==> src/rtl/sb_pkg.sv <==
// sb_pkg: shared widths and decoder opcode constants for the dual-issue scoreboard.
package sb_pkg;
  localparam int REG_ADDR_W = 5;
  localparam int NUM_REGS = 32;
  localparam logic [6:0] OP_LOAD = 7'b0000011;
  localparam logic [6:0] OP_OP = 7'b0110011;
  localparam logic [6:0] OP_OP32 = 7'b0111011;
  localparam logic [6:0] OP_SYSTEM = 7'b1110011;
  localparam logic [6:0] FUNCT7_MULDIV = 7'b0000001;
  function automatic logic is_long_lat(input logic [6:0] opcode, input logic [6:0] funct7);
    return opcode == OP_LOAD || opcode == OP_SYSTEM ||
           ((opcode == OP_OP || opcode == OP_OP32) && funct7 == FUNCT7_MULDIV);
  endfunction
endpackage

==> src/rtl/sb_hazard_check.sv <==
// sb_hazard_check: RAW/WAW check of one decoded instruction against the effective busy bitmap.
module sb_hazard_check
  import sb_pkg::*;
#(
  parameter int NUM_REGS = 32
) (
  input  logic [NUM_REGS-1:0]   eff_i,
  input  logic [REG_ADDR_W-1:0] rs1Addr_i,
  input  logic [REG_ADDR_W-1:0] rs2Addr_i,
  input  logic                  rs1ReadEnable_i,
  input  logic                  rs2ReadEnable_i,
  input  logic [REG_ADDR_W-1:0] rdAddr_i,
  input  logic                  rdWriteEnable_i,
  input  logic                  longLat_i,
  output logic                  writesRd_o,
  output logic                  haz_o
);
  assign writesRd_o = (rdWriteEnable_i | longLat_i) & (rdAddr_i != '0);
  assign haz_o = (rs1ReadEnable_i & eff_i[rs1Addr_i]) |
                 (rs2ReadEnable_i & eff_i[rs2Addr_i]) |
                 (writesRd_o & eff_i[rdAddr_i]);
endmodule

==> src/rtl/dual_issue_scoreboard.sv <==
// dual_issue_scoreboard: in-order pair issue with a busy bitmap for long-latency rd targets.
module dual_issue_scoreboard
  import sb_pkg::*;
#(
  parameter int NUM_REGS = 32,
  parameter bit WB_BYPASS = 1'b1,
  parameter int PERF_W = 32
) (
  input  logic                  clk,
  input  logic                  rst,
  input  logic                  way0_valid_i,
  input  logic [1:0]            way0_pID_i,
  input  logic [REG_ADDR_W-1:0] way0_rs1Addr_i,
  input  logic [REG_ADDR_W-1:0] way0_rs2Addr_i,
  input  logic                  way0_rs1ReadEnable_i,
  input  logic                  way0_rs2ReadEnable_i,
  input  logic [REG_ADDR_W-1:0] way0_rdAddr_i,
  input  logic                  way0_rdWriteEnable_i,
  input  logic                  way0_longLat_i,
  input  logic                  way1_valid_i,
  input  logic [1:0]            way1_pID_i,
  input  logic [REG_ADDR_W-1:0] way1_rs1Addr_i,
  input  logic [REG_ADDR_W-1:0] way1_rs2Addr_i,
  input  logic                  way1_rs1ReadEnable_i,
  input  logic                  way1_rs2ReadEnable_i,
  input  logic [REG_ADDR_W-1:0] way1_rdAddr_i,
  input  logic                  way1_rdWriteEnable_i,
  input  logic                  way1_longLat_i,
  input  logic                  ex_ready_i,
  input  logic                  wb0_valid_i,
  input  logic [REG_ADDR_W-1:0] wb0_addr_i,
  input  logic                  wb1_valid_i,
  input  logic [REG_ADDR_W-1:0] wb1_addr_i,
  input  logic                  flush_i,
  output logic                  way0_ready_o,
  output logic [1:0]            way0_pID_o,
  output logic                  way1_ready_o,
  output logic [1:0]            way1_pID_o,
  output logic [NUM_REGS-1:0]   busy_o,
  output logic [PERF_W-1:0]     stall_cnt_o
);
  logic [NUM_REGS-1:0] r_busy, w_clr, w_set, w_eff;
  logic [PERF_W-1:0]   r_stall_cnt;
  logic                w_haz0, w_haz1, w_wr0, w_wr1, w_pair_raw, w_pair_waw;
  always_comb begin
    w_clr = '0;
    if (wb0_valid_i) w_clr[wb0_addr_i] = 1'b1;
    if (wb1_valid_i) w_clr[wb1_addr_i] = 1'b1;
    w_eff = WB_BYPASS ? r_busy & ~w_clr : r_busy;
    w_eff[0] = 1'b0;
  end
  sb_hazard_check #(.NUM_REGS(NUM_REGS)) u_chk0 (
    .eff_i(w_eff), .rs1Addr_i(way0_rs1Addr_i), .rs2Addr_i(way0_rs2Addr_i),
    .rs1ReadEnable_i(way0_rs1ReadEnable_i), .rs2ReadEnable_i(way0_rs2ReadEnable_i),
    .rdAddr_i(way0_rdAddr_i), .rdWriteEnable_i(way0_rdWriteEnable_i),
    .longLat_i(way0_longLat_i), .writesRd_o(w_wr0), .haz_o(w_haz0)
  );
  sb_hazard_check #(.NUM_REGS(NUM_REGS)) u_chk1 (
    .eff_i(w_eff), .rs1Addr_i(way1_rs1Addr_i), .rs2Addr_i(way1_rs2Addr_i),
    .rs1ReadEnable_i(way1_rs1ReadEnable_i), .rs2ReadEnable_i(way1_rs2ReadEnable_i),
    .rdAddr_i(way1_rdAddr_i), .rdWriteEnable_i(way1_rdWriteEnable_i),
    .longLat_i(way1_longLat_i), .writesRd_o(w_wr1), .haz_o(w_haz1)
  );
  // The younger way may only ride along with the older one, never alone.
  assign w_pair_raw = w_wr0 & ((way1_rs1ReadEnable_i & (way1_rs1Addr_i == way0_rdAddr_i)) |
                               (way1_rs2ReadEnable_i & (way1_rs2Addr_i == way0_rdAddr_i)));
  assign w_pair_waw = w_wr0 & w_wr1 & (way0_rdAddr_i == way1_rdAddr_i);
  assign way0_ready_o = ~rst & way0_valid_i & ex_ready_i & ~flush_i & ~w_haz0;
  assign way1_ready_o = way0_ready_o & way1_valid_i & ~w_haz1 & ~w_pair_raw & ~w_pair_waw;
  assign way0_pID_o = way0_ready_o ? way0_pID_i : 2'd0;
  assign way1_pID_o = way1_ready_o ? way1_pID_i : 2'd0;
  always_comb begin
    w_set = '0;
    if (way0_ready_o && way0_longLat_i && way0_rdAddr_i != '0) w_set[way0_rdAddr_i] = 1'b1;
    if (way1_ready_o && way1_longLat_i && way1_rdAddr_i != '0) w_set[way1_rdAddr_i] = 1'b1;
  end
  always_ff @(posedge clk or posedge rst) begin
    if (rst) begin
      r_busy <= '0;
      r_stall_cnt <= '0;
    end else begin
      r_busy <= flush_i ? '0 : (r_busy & ~w_clr) | w_set;
      if (way0_valid_i && !way0_ready_o && !flush_i && !(&r_stall_cnt))
        r_stall_cnt <= r_stall_cnt + 1'b1;
    end
  end
  assign busy_o = r_busy;
  assign stall_cnt_o = r_stall_cnt;
endmodule

==> config.mk <==
export PLATFORM = sky130hd
export DESIGN_NAME = dual_issue_scoreboard
export DESIGN_NICKNAME = d
export VERILOG_FILES = /design/src/rtl/sb_pkg.sv /design/src/rtl/sb_hazard_check.sv /design/src/rtl/dual_issue_scoreboard.sv
export SDC_FILE = /design/constraint.sdc
export NUM_CORES = 1
export LEC_CHECK = 0
export CAP_MARGIN = 20
export CORE_MARGIN = 2
export CORE_UTILIZATION = 56
export DETAILED_ROUTE_END_ITERATION = 6
export PLACE_DENSITY = 0.86
export SETUP_SLACK_MARGIN = 0.1
export SLEW_MARGIN = 20
export SYNTH_ARGS = -nofsm -noshare
export SYNTH_HDL_FRONTEND = slang
export SYNTH_HIERARCHICAL = 1
export SYNTH_SLANG_ARGS = --single-unit
==> constraint.sdc <==
create_clock -name clk -period 13.97 [get_ports clk]
set_clock_uncertainty 0.1 [all_clocks]
set_input_delay 2.0955 -clock clk [delete_from_list [all_inputs] [get_ports clk]]
set_output_delay 2.0955 -clock clk [all_outputs]
set_load 0.03 [all_outputs]
=== After elaboration in Yosys (flattened, before gate mapping) ===
Index checks and enable logic that the tools add are counted.

* Register bits: 64
* Latch bits: 0
* Memory bits (writable): 0
* Bits in read-only memories: 0
* Input bits: 60
* Output and inout bits: 70
* Logic and storage cells: 101
* Memories: 0

* Add/sub/neg operators: 1
* Multiply operators: 0
* Divide/modulo/power cells: 0
* $lt $le $gt $ge: 12
* Equal/unequal tests: 3
* Shifts and indexed selects: 0
* Multiplexer cells: 27
* Bitwise operators: 39
* Reductions and logical operators: 17

{| class="wikitable"
|+ Operators by type and width
! kind !! count
|-
| two-way mux 32 bit || 5
|-
| bitwise OR 32 bit || 3
|-
| < comparator 5 x 6 -> 1 bit, second input constant || 8
|-
| adder 32 x 1 -> 32 bit, second input constant || 1
|-
| AND 32 bit || 1
|-
| inverter 32 bit || 1
|-
| AND reduction 32 bit || 1
|-
| binary-select mux 1 bit (select 5 bit) || 6
|-
| AND 1 bit || 21
|-
| demux 1 bit (select 5 bit) || 4
|-
| greater-or-equal comparator 5 x 1 -> 1 bit, second input constant || 4
|-
| == test 5 bit || 3
|-
| logical AND 1 bit || 11
|-
| two-way mux 1 bit || 10
|-
| nonzero test 5 bit || 2
|-
| bitwise OR 1 bit || 7
|-
| inverter 1 bit || 6
|-
| two-way mux 2 bit || 2
|-
| logical NOT 1 bit || 3
|}

=== Logic depth before layout (Yosys ltp) ===
Gate-level depths: netlist of run 1.

* Depth after elaboration: 25
* Depth in mapped cells: 14
* Mapped depth without buffers: 13

=== Modules after synthesis ===
Netlist of run 1, hierarchy kept.

{| class="wikitable"
|+ Modules (own cells, without submodules)
! module !! instances !! cells an instance !! area an instance (um2) !! sequential area each (um2)
|-
| dual_issue_scoreboard || 1 || 453 || 4191.5 || 1601.5
|-
| sb_hazard_check || 2 || 63 || 849.6 || 0.0
|}

=== Worst setup path before layout of run 1 ===
Ideal clock, no wire load.

* Path kind: input -> output
* Start: input wb0_addr_i[1]
* End: output way1_pID_o[0]
* Arrival: 6.043 ns
* Data required time: 11.774 ns
* Path slack: 5.731 ns
* Stages on the path: 11
* Path buffers: 1
* Path through: nor3b_1 a221oi_1 mux4_1 mux4_2 mux2_2 a221o_1 or3b_4 nor4b_4 nand4_2 clkbuf_1 nor2_1

* Word-level cells in the longest chain between the ends: 21
* Elaborated cells on any way between the ends: 40
* Classes of those cells: order compare (2); mux (17); bitwise (20); reduce/logical (1)

{| class="wikitable"
|+ RTL lines
! what !! RTL line !! RTL
|-
| from (decl) || dual_issue_scoreboard.sv:31 || <nowiki>input logic [REG_ADDR_W-1:0] wb0_addr_i,</nowiki>
|-
| < comparator 5 x 6 -> 1 bit (not written as such) or greater-or-equal comparator 5 x 1 -> 1 bit (tied branches) || dual_issue_scoreboard.sv:47 || <nowiki>if (wb0_valid_i) w_clr[wb0_addr_i] = 1'b1;</nowiki>
|-
| logical AND 1 bit (not written as such) || dual_issue_scoreboard.sv:47 ||
|-
| two-way mux 1 bit (not written as such) || dual_issue_scoreboard.sv:47 ||
|-
| demux 1 bit (select 5 bit) (*) || dual_issue_scoreboard.sv:47 ||
|-
| two-way mux 32 bit (*) || dual_issue_scoreboard.sv:47 ||
|-
| bitwise OR 32 bit (no source line) || n/a ||
|-
| two-way mux 32 bit (*) || dual_issue_scoreboard.sv:48 || <nowiki>if (wb1_valid_i) w_clr[wb1_addr_i] = 1'b1;</nowiki>
|-
| inverter 32 bit (*) || dual_issue_scoreboard.sv:49 || <nowiki>w_eff = WB_BYPASS ? r_busy & ~w_clr : r_busy;</nowiki>
|-
| [... 1 more ...] || n/a ||
|-
| via w_eff[8] || dual_issue_scoreboard.sv:42 || <nowiki>logic [NUM_REGS-1:0] r_busy, w_clr, w_set, w_eff;</nowiki>
|-
| [... 2 more ...] || n/a ||
|-
| AND 1 bit (on tied branches) || sb_hazard_check.sv:19, sb_hazard_check.sv:20 ||
|-
| bitwise OR 1 bit || sb_hazard_check.sv:19 || <nowiki>assign haz_o = (rs1ReadEnable_i & eff_i[rs1Addr_i]) |</nowiki>
|-
| bitwise OR 1 bit (*) || sb_hazard_check.sv:20 || <nowiki>(rs2ReadEnable_i & eff_i[rs2Addr_i]) |</nowiki>
|-
| via w_haz0 || dual_issue_scoreboard.sv:44 || <nowiki>logic w_haz0, w_haz1, w_wr0, w_wr1, w_pair_raw, w_pair_waw;</nowiki>
|-
| inverter 1 bit (*) || dual_issue_scoreboard.sv:68 || <nowiki>assign way0_ready_o = ~rst & way0_valid_i & ex_ready_i & ~flush_i & ~w_haz0;</nowiki>
|-
| AND 1 bit (*) || dual_issue_scoreboard.sv:68 ||
|-
| AND 1 bit (*) (4 in a row) || dual_issue_scoreboard.sv:69 || <nowiki>assign way1_ready_o = way0_ready_o & way1_valid_i & ~w_haz1 & ~w_pair_raw & ~w_pair_waw;</nowiki>
|-
| two-way mux 2 bit (*) || dual_issue_scoreboard.sv:71 || <nowiki>assign way1_pID_o = way1_ready_o ? way1_pID_i : 2'd0;</nowiki>
|-
| to (decl) || dual_issue_scoreboard.sv:38 || <nowiki>output logic [1:0] way1_pID_o,</nowiki>
|}

Mark *: on every way through the listed nets, which the timed path passes. The rest lies on a longest branch. The select of a mux whose other input is x is not followed.

=== Worst setup path in the final report of run 1 ===
* Start: input wb1_valid_i
* End: output way1_pID_o[0]

* Word-level cells in the longest chain between the ends: 15
* Elaborated cells on any way between the ends: 33
* Classes of those cells: mux (14); bitwise (19)

{| class="wikitable"
|+ RTL lines
! what !! RTL line !! RTL
|-
| from (decl) || dual_issue_scoreboard.sv:32 || <nowiki>input logic wb1_valid_i,</nowiki>
|-
| two-way mux 32 bit (*) || dual_issue_scoreboard.sv:48 ||
|-
| inverter 32 bit (*) || dual_issue_scoreboard.sv:49 ||
|-
| AND 32 bit (*) || dual_issue_scoreboard.sv:49 ||
|-
| via w_eff[8] || dual_issue_scoreboard.sv:42 ||
|-
| binary-select mux 1 bit (select 5 bit) (on tied branches) || sb_hazard_check.sv:19, sb_hazard_check.sv:20 ||
|-
| two-way mux 1 bit (on tied branches) || sb_hazard_check.sv:19, sb_hazard_check.sv:20 ||
|-
| AND 1 bit (on tied branches) || sb_hazard_check.sv:19, sb_hazard_check.sv:20 ||
|-
| bitwise OR 1 bit || sb_hazard_check.sv:19 ||
|-
| bitwise OR 1 bit (*) || sb_hazard_check.sv:20 ||
|-
| via w_haz0 || dual_issue_scoreboard.sv:44 ||
|-
| inverter 1 bit (*) || dual_issue_scoreboard.sv:68 ||
|-
| AND 1 bit (*) || dual_issue_scoreboard.sv:68 ||
|-
| AND 1 bit (*) (4 in a row) || dual_issue_scoreboard.sv:69 ||
|-
| two-way mux 2 bit (*) || dual_issue_scoreboard.sv:71 ||
|}

Marked as above.

==> qor.txt, run 1 <==
DR pass1 iterations = 7
Initial Utilization = 57.32%
Ant. Diodes = 0
Post-CTS setup buffer count = 0
Final worst path period share = 74.02%
Cell Pwr Density = 63.03 nW/µm²
Sw power = 0.0001545 W
Post-synth top flop = dfrtp_1
Met1 usage = 46.97%
First-pass GRT wire length = 31780 µm
Root buf cell = clkbuf_8
Detailed-route vias per instance = 6.919
Leakage = 3.210 nW
Fin. Hold Viols = 0
Initial drt markers = 1015
Grt met2 use = 57.51%
Failing checks = design-rule violations
Sinks on Clock Net = 64
Crit path DAT = 8150 ps
Die footprint = 11360 µm²
Most common cell on crit path = clkdlybuf4s50_1
Crit Path Category = in -> out
Vias = 5909
FF-to-FF path depth = 10
CP delay by family, top = simple AND/OR/NAND/NOR gates
CP peak stage delay = 880 ps
I/O pin count = 130
Die X = 106.6 µm
Yosys warns = 6
Post-DRT Antenna Nets = 0
Worst slew margin = 9.098%
Commonest non-fill, non-tap cell in the layout = clkdlybuf4s50_1
Total GRT Usage = 36.63%
Hold_sp = stall_cnt_o[5]$_DFFE_PP0P_
Cell count after synthesis = 579
Synthesized flop and latch total = 64
Worst-Margin Slew = 1364 ps
Critical R2R Capture = busy_o[25]$_DFF_PP0_
Busiest grt layer = met2
R2R Setup Slk = 9270 ps
DRC Markers = 1
CTS clock-pin slew for the worst setup and hold paths = 80 ps
Fraction of registers with async set/reset = 100.0%
Status = complete, but fails checks
Syn Area/Cell = 10.17 µm²
Hold_buf cts = 0
IO Port Bufs = 129
Net Sw Frac = 32.57%
GRT Residual Overflow = 0
Total wire length = 20470 µm
GP Congestion = 0.9830
Worst setup EP type = output pin
Seq/Total Area, Yosys = 27.19%
Post-synth EDFFs = 0
Fin cells = 854
Post-DP HPWL = 14800 µm
Met3 Use GR = 10.18%
HP Class = reg -> reg
Hold path cells = 1
TritonCTS Buffers = 9
CTS max path bufs = 2
CP max stage cell = nor3b_1
Layout area overhead = 27.74%
Cell area after synthesis = 5891 µm²
WHS Endpoint = stall_cnt_o[5]$_DFFE_PP0P_
Pin count of the biggest net entering global routing = 65
Core ar. = 10280 µm²
Buf+Inv Stages, Crit Path = 2
Placed Instances = 834
Post-CTS Resized = 0
Number of global-route vias before repair = 5774
Startpoint Class = primary input
Post-layout minimum cycle time = 10340 ps
Nets = 774
Initial antenna violation count = 0
Fin Setup TNS = 0 ps
# Max-Cap Violations = 0
Final setup vio count = 0
Most frequent cells in the layout = clkdlybuf4s50_1 (129), dfrtp_1 (64), mux4_2 (44)
Unrepaired setup endpoints after global routing = false
Gate power share = 25.3%
CTS tree = built
Internal power = 0.0003198 W
Reg power frac = 42.5%
FMAX = 96.71 MHz
Distinct cells, synth = 52
Power share of the clock group = 32.2%
Die height = 106.6 µm
Layout cells sized above 1 = 14.90%
Reg-to-reg startpoint = busy_o[11]$_DFF_PP0_
Max VDD drop = 0.1217 mV
Rows = 37
Critical path fanouts, max = 34
Routed len/inst = 23.96 µm
Max-slew violations = 0
CTS H-Tree Depth = 3
Pwr Total = 0.0004743 W
Clk_lat worst skew = 350 ps
Crit-path cells = clkdlybuf4s50_1 > nor3b_1 > a221oi_1 > mux4_1 > mux4_2 > mux2_2 > a221o_1 > or3b_4 > nor4b_4 > nand4_2 > nor2_1 > clkdlybuf4s50_1
Worst Path Required = 11770 ps
==> cells in the mapped netlist (6+ instances only) <==
cell      count  area [µm²]
mux4_2       44       991.0
and3_1       38       237.7
dfrtp_1      64        1602
a221oi_1     34       297.8
nor3b_1       9       67.56
xor2_1       20       175.2
xnor2_1      26       227.7
nor2_1       23       86.33
nand3_1      20       100.1
inv_1        43       161.4
nor2b_1       9       56.30
o31ai_1      22       165.2
o21bai_1     28       210.2
nand2_1      26       97.59
nand4_1      21       131.4
and4_1        6       52.55
o21ai_0       7       35.03
nand3b_1      6       45.04
nor3_1       11       55.05
mux2i_1      22       220.2
clkbuf_1     25       93.84
buf_6         8       90.09
==> routing by layer <==
| metal | wire length, µm | vias to the layer above |
|---|---|---|
| li1 | - | 2521 |
| met1 | 7437 | 2785 |
| met2 | 9156 | 504 |
| met3 | 2781 | 99 |
| met4 | 1090 | 0 |
| met5 | 0 | - |
==> how the worst max path moves through the flow <==
stage                   from            end  cells after the start
2_1_floorplan  wb0_addr_i[1]  way1_pID_o[0]                     11
3_3_place_gp     wb0_valid_i  way1_pID_o[0]                     12
3_5_place_dp     wb0_valid_i  way1_pID_o[1]                     12
4_1_cts          wb0_valid_i  way1_pID_o[1]                     12
5_1_grt          wb0_valid_i  way1_pID_o[1]                     12
6_report         wb1_valid_i  way1_pID_o[0]                     12
==> power by group through the flow <==
stage	clock network (W)	registers, W	logic [W]
after floorplan	0	0.000219	0.0000562
after global placement	0	0.000204	0.000116
after detailed placement	0	0.000205	0.000118
after CTS	0.000154	0.000201	0.000119
after global routing	0.000164	0.000203	0.000129
final	0.000153	0.000202	0.000120
==> registers in the layout, summed over array words and instances (netlist names) <==
register     count
busy_o          32
stall_cnt_o     32
==> kinds of logic (layout without fill, tap and decap cells) <==
| logic type | count (synthesis) | after routing | synth area share [%] |
|---|---|---|---|
| simple gates | 198 | 198 | 20.77 |
| compound gates | 112 | 112 | 15.27 |
| buf+inv | 82 | 216 | 6.351 |
| mux | 75 | 75 | 23.30 |
| flops | 64 | 64 | 27.19 |
| xor+xnor | 46 | 46 | 6.839 |
| fa+ha+maj | 1 | 1 | 0.2124 |
| other cells | 1 | 6 | 0.06366 |
==> area by class of cell <==
| class | count | area, µm² |
|---|---|---|
| fill | 764 | 2753 |
| clock inverter | 4 | 28.78 |
| inverter | 43 | 161.4 |
| sequential | 64 | 1602 |
| timing repair buffer | 157 | 1474 |
| multi-input combinational | 438 | 3934 |
| clock buffer | 12 | 155.1 |
| tap | 136 | 170.2 |
==> stage by stage <==
| step | utilization, % | hold slack, ps | instance area (µm²) | setup WS (ps) |
|---|---|---|---|---|
| 2_1_floorplan | - | 562.9 | 5909 | 5731 |
| 3_3_place_gp | 70.89 | 385.6 | 7286 | 3990 |
| 3_5_place_dp | 71.23 | 392.9 | 7321 | 3762 |
| 4_1_cts | 73.02 | 403.8 | 7505 | 3767 |
| 5_1_grt | 73.22 | 413.1 | 7525 | 3336 |
| 6_report | 73.22 | 403.7 | 7525 | 3629 |
Power figures use the tool's default switching activity.
==> run 2, diff against run 1 <==
- CORE_UTILIZATION: 56 -> 47
- PLACE_DENSITY: 0.86 -> 0.77
- clock period: 13.97 -> 8.5 ns (I/O delays scaled with it)
==> run 2 against run 1 <==
  * The flow now finishes without violations
  * Combinational power rose by 67%
  * Critical endpoint unchanged
  * Cell area rose by 2.6%
  * Largest cell class unchanged
  * Sequential cell count did not move
  * Total power rose by 96%
  * First-iteration DRC count fell by 24%
  * Largest power group is now clock
  * Clock power rose to 2.6 times the previous value
  * Die area rose by 18%
  * Count of clock-buffer cells in the layout fell by 2
==> qor.txt, run 2 (synthesis gave the netlist of run 1 again) <==
Status = finished, final reports clean
Crit Path Category = in -> out
Sw power = 0.0002626 W
Hold_sp = stall_cnt_o[30]$_DFFE_PP0P_
Post-DRT Antenna Nets = 0
Critical path fanouts, max = 8
Post-DP HPWL = 15590 µm
Hold_buf cts = 0
Routed len/inst = 24.35 µm
Layout area overhead = 31.07%
DRC Markers = 0
Reg-to-reg startpoint = busy_o[2]$_DFF_PP0_
Cell Pwr Density = 120.5 nW/µm²
First-pass GRT wire length = 32760 µm
I/O pin count = 130
Worst slack, placed = 1034 ps
Total wire length = 21530 µm
Final-layout fill cell count = 1022
Total GRT Usage = 32.33%
Layout cells sized above 1 = 14.80%
Final instance area = 7721 µm²
Max VDD drop = 0.1618 mV
Die footprint = 13440 µm²
Post-CTS setup buffer count = 0
Final design utilization = 63.75%
Initial Utilization = 48.64%
HP Class = reg -> reg
Root buf cell = clkbuf_16
Ant. Diodes = 0
Most frequent cells in the layout = clkdlybuf4s50_1 (129), dfrtp_1 (64), mux4_2 (44)
Reg power frac = 35.7%
TritonCTS Buffers = 9
Hold path cells = 1
Detailed-route vias per instance = 6.550
Sinks on Clock Net = 64
Commonest non-fill, non-tap cell in the layout = clkdlybuf4s50_1
Worst Path Required = 7120 ps
Nets = 773
FF-to-FF path depth = 12
Worst setup EP type = output pin
Gate power share = 21.5%
DP Area = 7401 µm²
Internal power = 0.0006680 W
CTS clock-pin slew for the worst setup and hold paths = 60 ps
Post-CTS Resized = 0
IO Port Bufs = 129
WHS Endpoint = stall_cnt_o[30]$_DFFE_PP0P_
Rows = 40
Unrepaired setup endpoints after global routing = false
Post-layout minimum cycle time = 7549 ps
CTS max path bufs = 2
Worst slew margin = 31.34%
Final worst path period share = 88.81%
# Max-Cap Violations = 0
GP Congestion = 0.9636
Clk_lat worst skew = 330 ps
DR pass1 iterations = 5
Final setup vio count = 0
Startpoint Class = primary input
Pin count of the biggest net entering global routing = 65
GRT Residual Overflow = 0
Crit path DAT = 6170 ps
Initial antenna violation count = 0
Leakage = 3.271 nW
CTS tree = built
Power share of the clock group = 42.8%
Die X = 116.0 µm
Initial drt markers = 770
Fin. Hold Viols = 0
Max-slew violations = 0
Number of global-route vias before repair = 5700
FMAX = 132.5 MHz
Fin Setup TNS = 0 ps
Critical R2R Capture = busy_o[23]$_DFF_PP0_
Net Sw Frac = 28.22%
Core ar. = 12110 µm²
R2R Setup Slk = 4330 ps
CTS H-Tree Depth = 3
Worst-Margin Slew = 1030 ps
Vias = 5790
Die height = 116.0 µm
Pwr Total = 0.0009306 W
Worst setup margin = 951.4 ps
[run 2: changes by cell type in the layout (fill, tap and decap cells not counted), moves of 2 or more]
| cell | previous run | this run |
|---|---|---|
| buf_2 | 7 | 0 |
| buf_4 | 17 | 27 |
| bufinv_16 | 0 | 2 |
| clkbuf_16 | 0 | 9 |
| clkbuf_2 | 4 | 0 |
| clkbuf_8 | 11 | 1 |
[run 2: layout make-up]
type / count / area, µm² / share of cell area, %
clock inverter: 5 / 81.33 / 1.053
tap: 168 / 210.2 / 2.722
timing repair buffer: 156 / 1494 / 19.35
inverter: 43 / 161.4 / 2.090
multi-input combinational: 438 / 3934 / 50.95
sequential: 64 / 1602 / 20.74
clock buffer: 10 / 239.0 / 3.095
[run 2: how the worst max path moves through the flow]
stage / depth (start not counted) / start / to
finish: 12 / wb0_addr_i[2] / way1_pID_o[0]
global route: 13 / wb0_addr_i[2] / way1_pID_o[1]
CTS: 12 / wb0_addr_i[3] / way1_pID_o[0]
detailed placement: 12 / wb0_addr_i[3] / way1_pID_o[0]
global placement: 13 / wb0_addr_i[1] / way1_pID_o[0]
floorplan: 11 / wb0_addr_i[1] / way1_pID_o[0]
[run 2: per-layer routing]
layer | routed length (µm) | track usage, % | vias up
li1 | - | - | 2508
met5 | 0 | 0 | -
met4 | 979 | 14.21 | 0
met3 | 2528 | 7.165 | 65
met2 | 9778 | 50.41 | 460
met1 | 8243 | 43.59 | 2757
[run 2: power by group through the flow]
stage               clock network, W  logic (W)  registers, W
finish                      0.000399   0.000200      0.000332
global route                0.000418   0.000213      0.000334
CTS                         0.000402   0.000199      0.000332
detailed placement                 0   0.000198      0.000338
global placement                   0   0.000195      0.000337
floorplan                          0  0.0000923      0.000359
[run 2: per-stage QoR]
stage	hold WS, ps	instances
2_1_floorplan	562.9	584
3_5_place_dp	385.0	869
6_report	398.5	884
4_1_cts	398.9	884
5_1_grt	424.8	884
3_3_place_gp	389.5	869
[run 2: worst max-delay path, stage by stage]
cell	delay, ps
clkdlybuf4s50_1	610
nor3b_1	500
a221oi_1	370
mux4_2	510
mux4_2	460
mux2_2	310
a221o_1	400
or3b_4	430
nor4b_4	280
nand4_2	210
nor2_1	130
clkdlybuf4s50_1	680
